<file path="config.mk">
export PLATFORM = sky130hd
export DESIGN_NAME = sum_serial_ctrl
export DESIGN_NICKNAME = d
export VERILOG_FILES = /design/src/rtl/sum_serial_ctrl.sv
export SDC_FILE = /design/constraint.sdc
export NUM_CORES = 1
export LEC_CHECK = 0
export BUFFER_PORTS_ARGS = -buffer_cell sky130_fd_sc_hd__buf_2
export CORE_UTILIZATION = 50
export CTS_CLUSTER_DIAMETER = 40
export DETAILED_ROUTE_END_ITERATION = 10
export GPL_TIMING_DRIVEN = 0
export PLACE_DENSITY = 0.76
export SYNTH_ARGS = -nofsm -noshare
export SYNTH_HDL_FRONTEND = slang
export SYNTH_SLANG_ARGS = --single-unit
</file>
<file path="constraint.sdc">
create_clock -name i_Clk -period 4.2 [get_ports i_Clk]
set_input_delay 0.63 -clock i_Clk [delete_from_list [all_inputs] [get_ports i_Clk]]
set_output_delay 0.63 -clock i_Clk [all_outputs]
set_load 0.05 [all_outputs]
</file>
<file path="src/rtl/sum_serial_ctrl.sv">
// Byte-serial wide add/subtract sequencer driving a single 8-bit ripple adder
// slice, LSB first, with the carry chained through a register between bytes.

module Sum_com8b (
  input  logic [7:0] i_A,
  input  logic [7:0] i_B,
  input  logic       i_Carry,
  output logic [7:0] o_Suma,
  output logic       o_Carry
);
  logic [8:0] c;

  always_comb begin
    c      = '0;
    o_Suma = '0;
    c[0]   = i_Carry;
    for (int unsigned i = 0; i < 8; i++) begin
      o_Suma[i] = i_A[i] ^ i_B[i] ^ c[i];
      c[i+1]    = (i_A[i] & i_B[i]) | (c[i] & (i_A[i] ^ i_B[i]));
    end
    o_Carry = c[8];
  end
endmodule

module sum_serial_ctrl #(
  parameter int unsigned N_BYTES = 4
) (
  input  logic                 i_Clk,
  input  logic                 i_Rst,
  input  logic                 i_Start,
  input  logic                 i_Sub,
  input  logic [8*N_BYTES-1:0] i_A,
  input  logic [8*N_BYTES-1:0] i_B,
  input  logic                 i_Carry,
  output logic                 o_Busy,
  output logic                 o_Done,
  output logic [8*N_BYTES-1:0] o_Suma,
  output logic                 o_Carry,
  output logic                 o_Ovf
);
  localparam int unsigned W  = 8 * N_BYTES;
  localparam int unsigned CW = (N_BYTES > 1) ? $clog2(N_BYTES) : 1;

  typedef enum logic [1:0] {IDLE, RUN, DONE} state_t;

  state_t          state, state_nxt;
  logic [CW-1:0]   cnt;
  logic [W-1:0]    a_reg, b_reg, res_reg;
  logic            carry_reg;
  logic [7:0]      add_sum;
  logic            add_co;
  logic            last, accept;

  assign last   = (cnt == CW'(N_BYTES - 1));
  assign accept = i_Start && (state != RUN);

  Sum_com8b u_add (
    .i_A     (a_reg[cnt*8 +: 8]),
    .i_B     (b_reg[cnt*8 +: 8]),
    .i_Carry (carry_reg),
    .o_Suma  (add_sum),
    .o_Carry (add_co)
  );

  always_ff @(posedge i_Clk or posedge i_Rst) begin
    if (i_Rst) state <= IDLE;
    else       state <= state_nxt;
  end

  always_comb begin
    state_nxt = state;
    o_Busy    = 1'b0;
    o_Done    = 1'b0;
    case (state)
      IDLE: if (i_Start) state_nxt = RUN;
      RUN: begin
        o_Busy = 1'b1;
        if (last) state_nxt = DONE;
      end
      DONE: begin
        o_Done    = 1'b1;
        state_nxt = i_Start ? RUN : IDLE;
      end
      default: state_nxt = IDLE;
    endcase
  end

  always_ff @(posedge i_Clk or posedge i_Rst) begin
    if (i_Rst) begin
      cnt       <= '0;
      a_reg     <= '0;
      b_reg     <= '0;
      res_reg   <= '0;
      carry_reg <= 1'b0;
      o_Suma    <= '0;
      o_Carry   <= 1'b0;
      o_Ovf     <= 1'b0;
    end else if (accept) begin
      a_reg     <= i_A;
      b_reg     <= i_Sub ? ~i_B : i_B;
      carry_reg <= i_Sub | i_Carry;
      cnt       <= '0;
    end else if (state == RUN) begin
      res_reg[cnt*8 +: 8] <= add_sum;
      carry_reg           <= add_co;
      cnt                 <= last ? '0 : cnt + 1'b1;
      // Top byte is merged straight from the adder so outputs land on DONE entry.
      if (last) begin
        o_Suma  <= {add_sum, res_reg[W-9:0]};
        o_Carry <= add_co;
        o_Ovf   <= (a_reg[W-1] == b_reg[W-1]) && (add_sum[7] != a_reg[W-1]);
      end
    end
  end
endmodule

</file>
==> results.py <==
metrics = {
    "logic_synthesis": {
        "synth_area_um2": 5700,
        "seq_area_frac_synth": 0.557,
        "synth-edff-count": 0,
        "netlist_instances": 422,
        "synth_cell_type_count": 34,
        "avgSynthCellArea_um2": 13.5,
        "synth_warnings": 0,
        "synth-main-ff-cell": "dfrtp_1",
        "synth_nets": 504,
        "synth_area_leaders": "dfrtp_1, mux4_2, mux2_2",
        "synth_area_leader_cell": "dfrtp_1",
        "yosysMostFrequentCell": "dfrtp_1",
        "yosysTopAreaCellShare": 0.557,
        "synthTopCellsByCount": "dfrtp_1, o21ai_0, xnor2_1, mux2_2, mux2_1",
        "ys_async_sr_fraction": 1.00,
        "ys_seq_elements": 127,
    },
    "final_layout": {
        "fin_nets": 632,
        "syn_to_final_growth_pct": 25.0,
        "diodes": 0,
        "fin_area_um2": 7130,
        "layout-drive-gt1-share": 0.403,
        "finalNonFillerCells": 703,
    },
    "route": {
        "initialDrtViolationCount": 234,
        "wl_um": 13000,
        "wire_per_inst_um": 18.5,
        "vias": 3878,
        "drc": 0,
        "ant_nets": 0,
        "dr.pass1.iters": 5,
        "viasPerCell": 5.52,
    },
    "sta": {
        "max_slew_margin": 0.614,
        "hold_violations": 0,
        "setup_slack_ps": 0.623,
        "timing.hold.ws_ps": 293,
        "finalSetupViolCount": 0,
        "min_period_over_period": 1.00,
        "fin_skew_ps": 6.83,
        "tightest_slew_ps": 579,
        "rsz0062_at_grt": "yes",
        "final_max_slew_viol_count": 0,
        "period_minus_slack_ps": 4200,
        "fmax_ghz": 0.238,
    },
    "clock_tree": {
        "cts_tree": "done",
        "cts_buffers": 17,
        "cts_buffer_depth": 2,
        "cts-root-buf": "clkbuf_16",
        "clk_transition_reported_paths_ps": 60,
        "cts.sinks": 127,
        "clk_latency_ps": 420,
        "ctsHtreeMaxLevel": 4,
    },
    "setup_path": {
        "cp-end-kind": "register",
        "worst_ep_required_time_ps": 4500,
        "path_max_fanout": 4,
        "critical_path_class": "register to register",
        "crit_arrival_ps": 4500,
        "start_kind": "register",
    },
    "global_routing": {
        "grt_max_degree": 66,
        "grt_use_total": 0.239,
        "gr-usage-met1": 0.296,
        "grt.busiest_layer": "met2",
        "overflow": 0,
        "grt_first_pass_wirelength_um": 20600,
        "antenna_found_initial": 0,
        "grtUsageMet3": 0.0640,
        "use_met2": 0.402,
        "first_global_vias": 4072,
    },
    "placed_design": {
        "postPlaceCellArea_um2": 6430,
        "dp_slack_ps": -509,
        "hpwlAfterDp_um": 9090,
        "finalWeightedCongestion": 0.833,
        "dp.cells": 666,
        "numPortBuffers": 103,
    },
    "outcome": {
        "status": "finished clean",
    },
    "floorplan": {
        "initial_core_util": 0.519,
        "core_um2": 11000,
        "die_height_um": 109,
        "rows": 38,
        "die_area_um2": 11800,
        "pin_count": 105,
        "die_x_um": 109,
    },
    "pwr": {
        "peakVddDrop_v": 0.000550,
        "power_density_nw_per_um2": 956,
        "total_power_w": 0.00681,
        "leakagePower_nw": 3.33,
    },
    "hold_path": {
        "hold_path_class": "primary input to asynchronous set/reset pin",
    },
    "job": {
        "drv_cap": 0,
    },
}
[logic make-up (layout without fill, tap and decap cells)]
family          after synthesis  in the layout  share of synthesized area
buf+inv                      47            188                     0.0384
mux                          77             77                      0.184
simple gates                 26             26                     0.0272
flops                       127            127                      0.557
xor+xnor                     32             32                     0.0492
compound gates              100            100                      0.105
fa+ha+maj                    13             13                     0.0391
[final timing paths]
check	startpoint	end	slack, ps	cells after the start
hold reg to reg	a_reg[19]	a_reg[19]	480	1
max in group asynchronous	i_Rst	a_reg[15]	3190	3
setup / recovery	cnt[0]	o_Suma[31]	0.6	18
setup reg to reg	cnt[0]	o_Suma[31]	0.6	18
min in group i_Clk	i_A[17]	a_reg[17]	430	2
hold / removal	i_Rst	res_reg[19]	290	2
[placed cells by master, fill, tap and decap left out, types with 4 or more instances in the layout]
cell type,n
dfrtp_1,126
buf_2,111
o21ai_0,67
xnor2_1,32
mux2_2,31
mux2_1,30
clkbuf_16,17
mux4_2,16
nand2_1,12
o2bb2ai_1,12
a22o_1,12
clkbuf_1,11
buf_4,9
inv_1,9
inv_2,9
fa_2,8
ha_1,5
clkinv_2,4
[where the power goes]
part | switching [W] | leakage [nW] | total, W | internal [W]
logic | 0.00194 | 1.41 | 0.00328 | 0.00135
clock network | 0.000521 | 0.296 | 0.00150 | 0.000977
registers | 0.000291 | 1.61 | 0.00203 | 0.00174
total | 0.00275 | 3.33 | 0.00681 | 0.00406
[final cells by class]
| cell class | instances | area, um2 |
|---|---|---|
| Timing Repair Buffer | 110 | 599 |
| Fill cell | 796 | 3850 |
| Clock inverter | 10 | 134 |
| Clock buffer | 22 | 474 |
| Tap cell | 140 | 175 |
| Buffer | 26 | 154 |
| Multi-Input combinational cell | 248 | 2330 |
| Sequential cell | 127 | 3180 |
| Inverter | 20 | 82.6 |
[stage by stage]
step / util / setup TNS [ps]
final: 0.649 / 0
after global routing: 0.649 / -348
after CTS: 0.649 / -36.2
after detailed placement: 0.585 / -2040
after global placement: 0.582 / -122680
after floorplan: - / 0
[per-layer routing]
layer / share of wire / up-vias
li1: - / 1759
met1: 0.41 / 1941
met2: 0.51 / 152
met3: 0.059 / 26
met4: 0.019 / 0
met5: 0 / -
[timing repair]
action | 4_1_cts | 5_1_grt
cloned | 0 | 0
hold buffers | 0 | 0
buffers inserted | 5 | 1
pin swaps | 4 | 7
resized for setup | 24 | 4
endpoints found under the setup margin | 7 | 5
[worst max-delay path, stage by stage, from the launching register on]
cell     delay (ps)
dfrtp_2         440
buf_12          150
mux4_2          350
inv_2            50
fa_2            360
fa_2            390
inv_2            60
fa_2            190
fa_2            200
inv_2            40
fa_2            320
inv_2            60
fa_2            190
inv_2            40
fa_2            330
inv_2            60
fa_2            450
buf_6           150
mux2_2          250
No activity file was read; power rests on OpenSTA's default activity.
